<file path="src/rtl/cla_accum_pkg.sv">
// cla_accum_pkg: shared widths, state encoding and saturation limit for the accumulation controller
package cla_accum_pkg;
  localparam int XW = 10;
  localparam int YW = 11;
  localparam int CNTW = 8;
  typedef enum logic [1:0] {IDLE, ACC, DONE} state_t;
  localparam logic [YW-1:0] SAT_MAX = '1;
endpackage

</file>
<file path="src/rtl/cla_sat_clip.sv">
// cla_sat_clip: clips a W+1-bit unsigned sum to W bits, flagging overflow
module cla_sat_clip import cla_accum_pkg::*; #(
  parameter int W = YW
) (
  input  logic [W:0]   s,
  output logic [W-1:0] y,
  output logic         ovf
);
  assign ovf = s[W];
  assign y = ovf ? {W{1'b1}} : s[W-1:0];
endmodule

</file>
<file path="src/rtl/cla_accum_ctrl.sv">
// cla_accum_ctrl: streams samples through an external CLA adder into a saturating accumulator
module cla_accum_ctrl #(
  parameter int XW = cla_accum_pkg::XW,
  parameter int YW = cla_accum_pkg::YW,
  parameter int CNTW = cla_accum_pkg::CNTW
) (
  input  logic            clk,
  input  logic            rst,
  input  logic            start,
  input  logic [CNTW-1:0] len,
  input  logic            in_valid,
  output logic            in_ready,
  input  logic [XW-1:0]   in_data,
  output logic [XW-1:0]   add_x,
  output logic [YW-1:0]   add_y,
  input  logic [YW:0]     add_s,
  output logic            out_valid,
  input  logic            out_ready,
  output logic [YW-1:0]   out_data,
  output logic            out_sat,
  output logic            busy
);
  import cla_accum_pkg::*;
  state_t state, state_n;
  logic [YW-1:0] acc, acc_n, clip;
  logic [CNTW-1:0] cnt, cnt_n;
  logic sat, sat_n, ovf, accept;
  cla_sat_clip #(.W(YW)) u_clip (.s(add_s), .y(clip), .ovf(ovf));
  assign in_ready = state == ACC;
  assign out_valid = state == DONE;
  assign busy = state != IDLE;
  assign accept = in_valid & in_ready;
  assign add_x = in_data;
  assign add_y = acc;
  // result outputs read as zero whenever no result is being offered
  assign out_data = out_valid ? acc : '0;
  assign out_sat = out_valid & sat;
  always_comb begin
    state_n = state;
    acc_n = acc;
    cnt_n = cnt;
    sat_n = sat;
    if (state == IDLE && start) begin
      acc_n = '0;
      sat_n = 1'b0;
      cnt_n = len;
      state_n = len == '0 ? DONE : ACC;
    end
    if (accept) begin
      acc_n = clip;
      sat_n = sat | ovf;
      cnt_n = cnt - CNTW'(1);
      state_n = cnt == CNTW'(1) ? DONE : ACC;
    end
    if (out_valid && out_ready) state_n = IDLE;
  end
  always_ff @(posedge clk) begin
    if (rst) begin
      state <= IDLE;
      acc <= '0;
      cnt <= '0;
      sat <= 1'b0;
    end else begin
      state <= state_n;
      acc <= acc_n;
      cnt <= cnt_n;
      sat <= sat_n;
    end
  end
endmodule

</file>
<file path="config.mk">
export PLATFORM = sky130hd
export DESIGN_NAME = cla_accum_ctrl
export DESIGN_NICKNAME = d
export VERILOG_FILES = /design/src/rtl/cla_accum_pkg.sv /design/src/rtl/cla_sat_clip.sv /design/src/rtl/cla_accum_ctrl.sv
export SDC_FILE = /design/constraint.sdc
export NUM_CORES = 1
export LEC_CHECK = 0
export ABC_CLOCK_PERIOD_IN_PS = 3850
export CELL_PAD_IN_SITES_DETAIL_PLACEMENT = 1
export CELL_PAD_IN_SITES_GLOBAL_PLACEMENT = 2
export CORE_MARGIN = 5
export CORE_UTILIZATION = 21
export DETAILED_ROUTE_END_ITERATION = 8
export GPL_TIMING_DRIVEN = 1
export PLACE_DENSITY_LB_ADDON = 0.1
export SKIP_LAST_GASP = 1
export SLEW_MARGIN = 20
export SYNTH_ARGS = -nofsm -noshare
export SYNTH_HDL_FRONTEND = slang
export SYNTH_HIERARCHICAL = 1
export SYNTH_SLANG_ARGS = --single-unit
</file>
<file path="constraint.sdc">
create_clock -name clk -period 3.85 [get_ports clk]
set_clock_uncertainty 0.15 [all_clocks]
set_input_delay 0.5775 -clock clk [delete_from_list [all_inputs] [get_ports clk]]
set_output_delay 0.5775 -clock clk [all_outputs]
set_load 0.01 [all_outputs]
</file>
==> impl_metrics.py <==
metrics = {
    "status": {
        "outcome": "finished, final reports clean",
    },
    "place": {
        "io_buffers": 50,
        "place_hpwl_um": 3302,
        "dpl_cell_area_um2": 1709,
        "routabilityCongestion": 0.7244,
    },
    "drt": {
        "drcViolationCount": 0,
        "drt_iter0_markers": 57,
        "drt_first_pass_iters": 4,
        "finalWirelength_um": 4414,
        "routed_via_density": 4.803,
        "detail-route-antenna-nets": 0,
        "wl_per_cell_um": 17.04,
        "routed-via-count": 1244,
    },
    "layout": {
        "diodes": 0,
        "multiInputGateArea_um2": 651.9,
        "regArea_um2": 440.4,
        "post_route_cells_drive_above_1_share_pct": 4.891,
        "mostFrequentLayoutCell": "clkdlybuf4s50_1",
        "final_cell_mix": "clkdlybuf4s50_1, dfxtp_1, nor2_1",
        "synthToLayoutAreaGrowth_pct": 43.15,
        "fin_nets": 222,
        "n_fill_cell": 697,
        "stdcell_area_um2": 1764,
    },
    "pwr": {
        "p_leak_nw": 0.6657,
        "power.density_nw_per_um2": 315.5,
        "peakVddDrop_mv": 0.1360,
    },
    "run": {
        "drv_cap": 0,
    },
    "synthesis": {
        "ys_seq_elements": 22,
        "synthCells": 149,
        "yosysTopAreaCellShare_pct": 35.74,
        "synthArstFlopShare_pct": 0,
        "synth_top_cell_by_area": "dfxtp_1",
        "synth_warnings": 6,
        "yosysSeqAreaShare_pct": 35.74,
        "synth_flop_cell": "dfxtp_1",
        "synth_area_per_cell_um2": 8.271,
        "synth_cell_type_count": 38,
        "synth_edf_count": 0,
        "syn_area_um2": 1232,
        "synth_area_leaders": "dfxtp_1, a22oi_1, buf_4",
        "synth_fp_nets": 186,
    },
    "clock_tree": {
        "htree_num_levels": 1,
        "cts_max_path_buffers": 2,
        "cts.sinks": 22,
        "postCtsResizedCells": 0,
        "post_cts_buffers": 0,
        "root_buffer": "clkbuf_8",
        "clkTransAtPathRegs_ps": 80,
        "numCtsBuffers": 3,
        "clock_latency_ps": 270,
        "hold_buffers": 0,
        "cts_tree": "built",
    },
    "setup_path": {
        "critical_path_class": "primary input to flop",
        "start_kind": "primary input",
        "crit_fanout": 17,
        "reg2reg_slack_ps": 1180,
        "arrival_ps": 2710,
        "end_kind": "flop",
        "cp.required_ps": 3890,
    },
    "timing": {
        "setup_viol": 0,
        "period_minus_slack_ps": 2674,
        "fin_tns_setup_ps": 0,
        "hold_slack_ps": 370.2,
        "max_slew_margin_pct": 33.34,
        "fmax_mhz": 373.9,
        "hold_viol": 0,
        "slew_viol_final": 0,
        "post-route-period-util_pct": 69.46,
        "worst_pin_slew_ps": 996.3,
        "grt_setup_unrepaired": "no",
    },
    "global_routing": {
        "overflow": 0,
        "antenna_found_initial": 0,
        "track_usage_pct": 12.26,
        "grt_pass1_vias": 1425,
        "grt_start_max_net_pins": 24,
        "grt_pass1_wl_um": 7224,
    },
    "floorplanning": {
        "dieArea_um2": 7500,
        "dieHeight_um": 86.61,
        "die_x_um": 86.61,
        "core_um2": 5816,
        "start_util_pct": 21.19,
        "rows": 28,
        "ios": 71,
    },
    "worst_hold_path": {
        "hp-class": "flop to flop",
    },
}
area by class of cell:
class	instances	area share, %
clock buffer	4	3.121
inverter	4	0.8511
multi-input combinational	103	36.95
sequential	22	24.96
tap	75	5.319
timing repair buffer	51	28.79
cell usage after synthesis (3+ instances only):
master    number
nand3_1        3
a21oi_1        3
clkbuf_1       7
or2_1         11
dfxtp_1       22
or4_1          4
a31oi_1        4
nand2_1        8
and3_1        12
a22oi_1       12
buf_4         11
nor2_1        17
inv_1          4
flip-flops by register name, indices dropped and copies added (netlist names):
| signal | cells |
|---|---|
| add_y | 11 |
| sat | 1 |
| cnt | 8 |
| state | 2 |
final timing paths:
kind / startpoint / to / cells past startpoint
worst max-delay path: in_valid / cnt[2] / 5
worst max register to register: state[1] / cnt[2] / 4
worst min-delay path: sat / sat / 2
worst min register to register: sat / sat / 2
critical path, cell delays in order:
cell	delay, ps
clkdlybuf4s50_1	460
and3b_1	420
nor2_1	850
o21ai_0	220
a31oi_1	180
per-layer routing:
metal	share of wire (%)	vias up	global-route usage, %
met3	5.9	7	3.612
met1	44	601	14.97
li1	-	594	-
met4	1.6	0	4.816
met2	49	42	20.17
met5	0	-	0
where the power goes:
group | internal, mW | total (mW) | switching [mW]
clock network | 0.0916 | 0.175 | 0.0838
registers | 0.243 | 0.259 | 0.0160
logic | 0.0644 | 0.122 | 0.0580
per-stage QoR:
step                util (%)  cells  power (mW)  setup slack (ps)
floorplan                  -    149      0.3351              1917
global placement       29.39    255      0.3851             928.8
detailed placement     29.39    255      0.3878             876.6
CTS                    30.34    259      0.5640              1160
global route           30.34    259      0.5869             842.3
finish                 30.34    259      0.5567              1176
logic make-up (layout without fill, tap and decap cells):
family	Yosys count	after routing	share of synthesized area, %
AOI/OAI and AO/OA	31	31	18.68
adders and majority gates	2	2	2.030
buffers and inverters	24	59	11.37
DFF	22	22	35.74
and+or+nand+nor	70	70	32.18
Power figures use the tool's default switching activity.
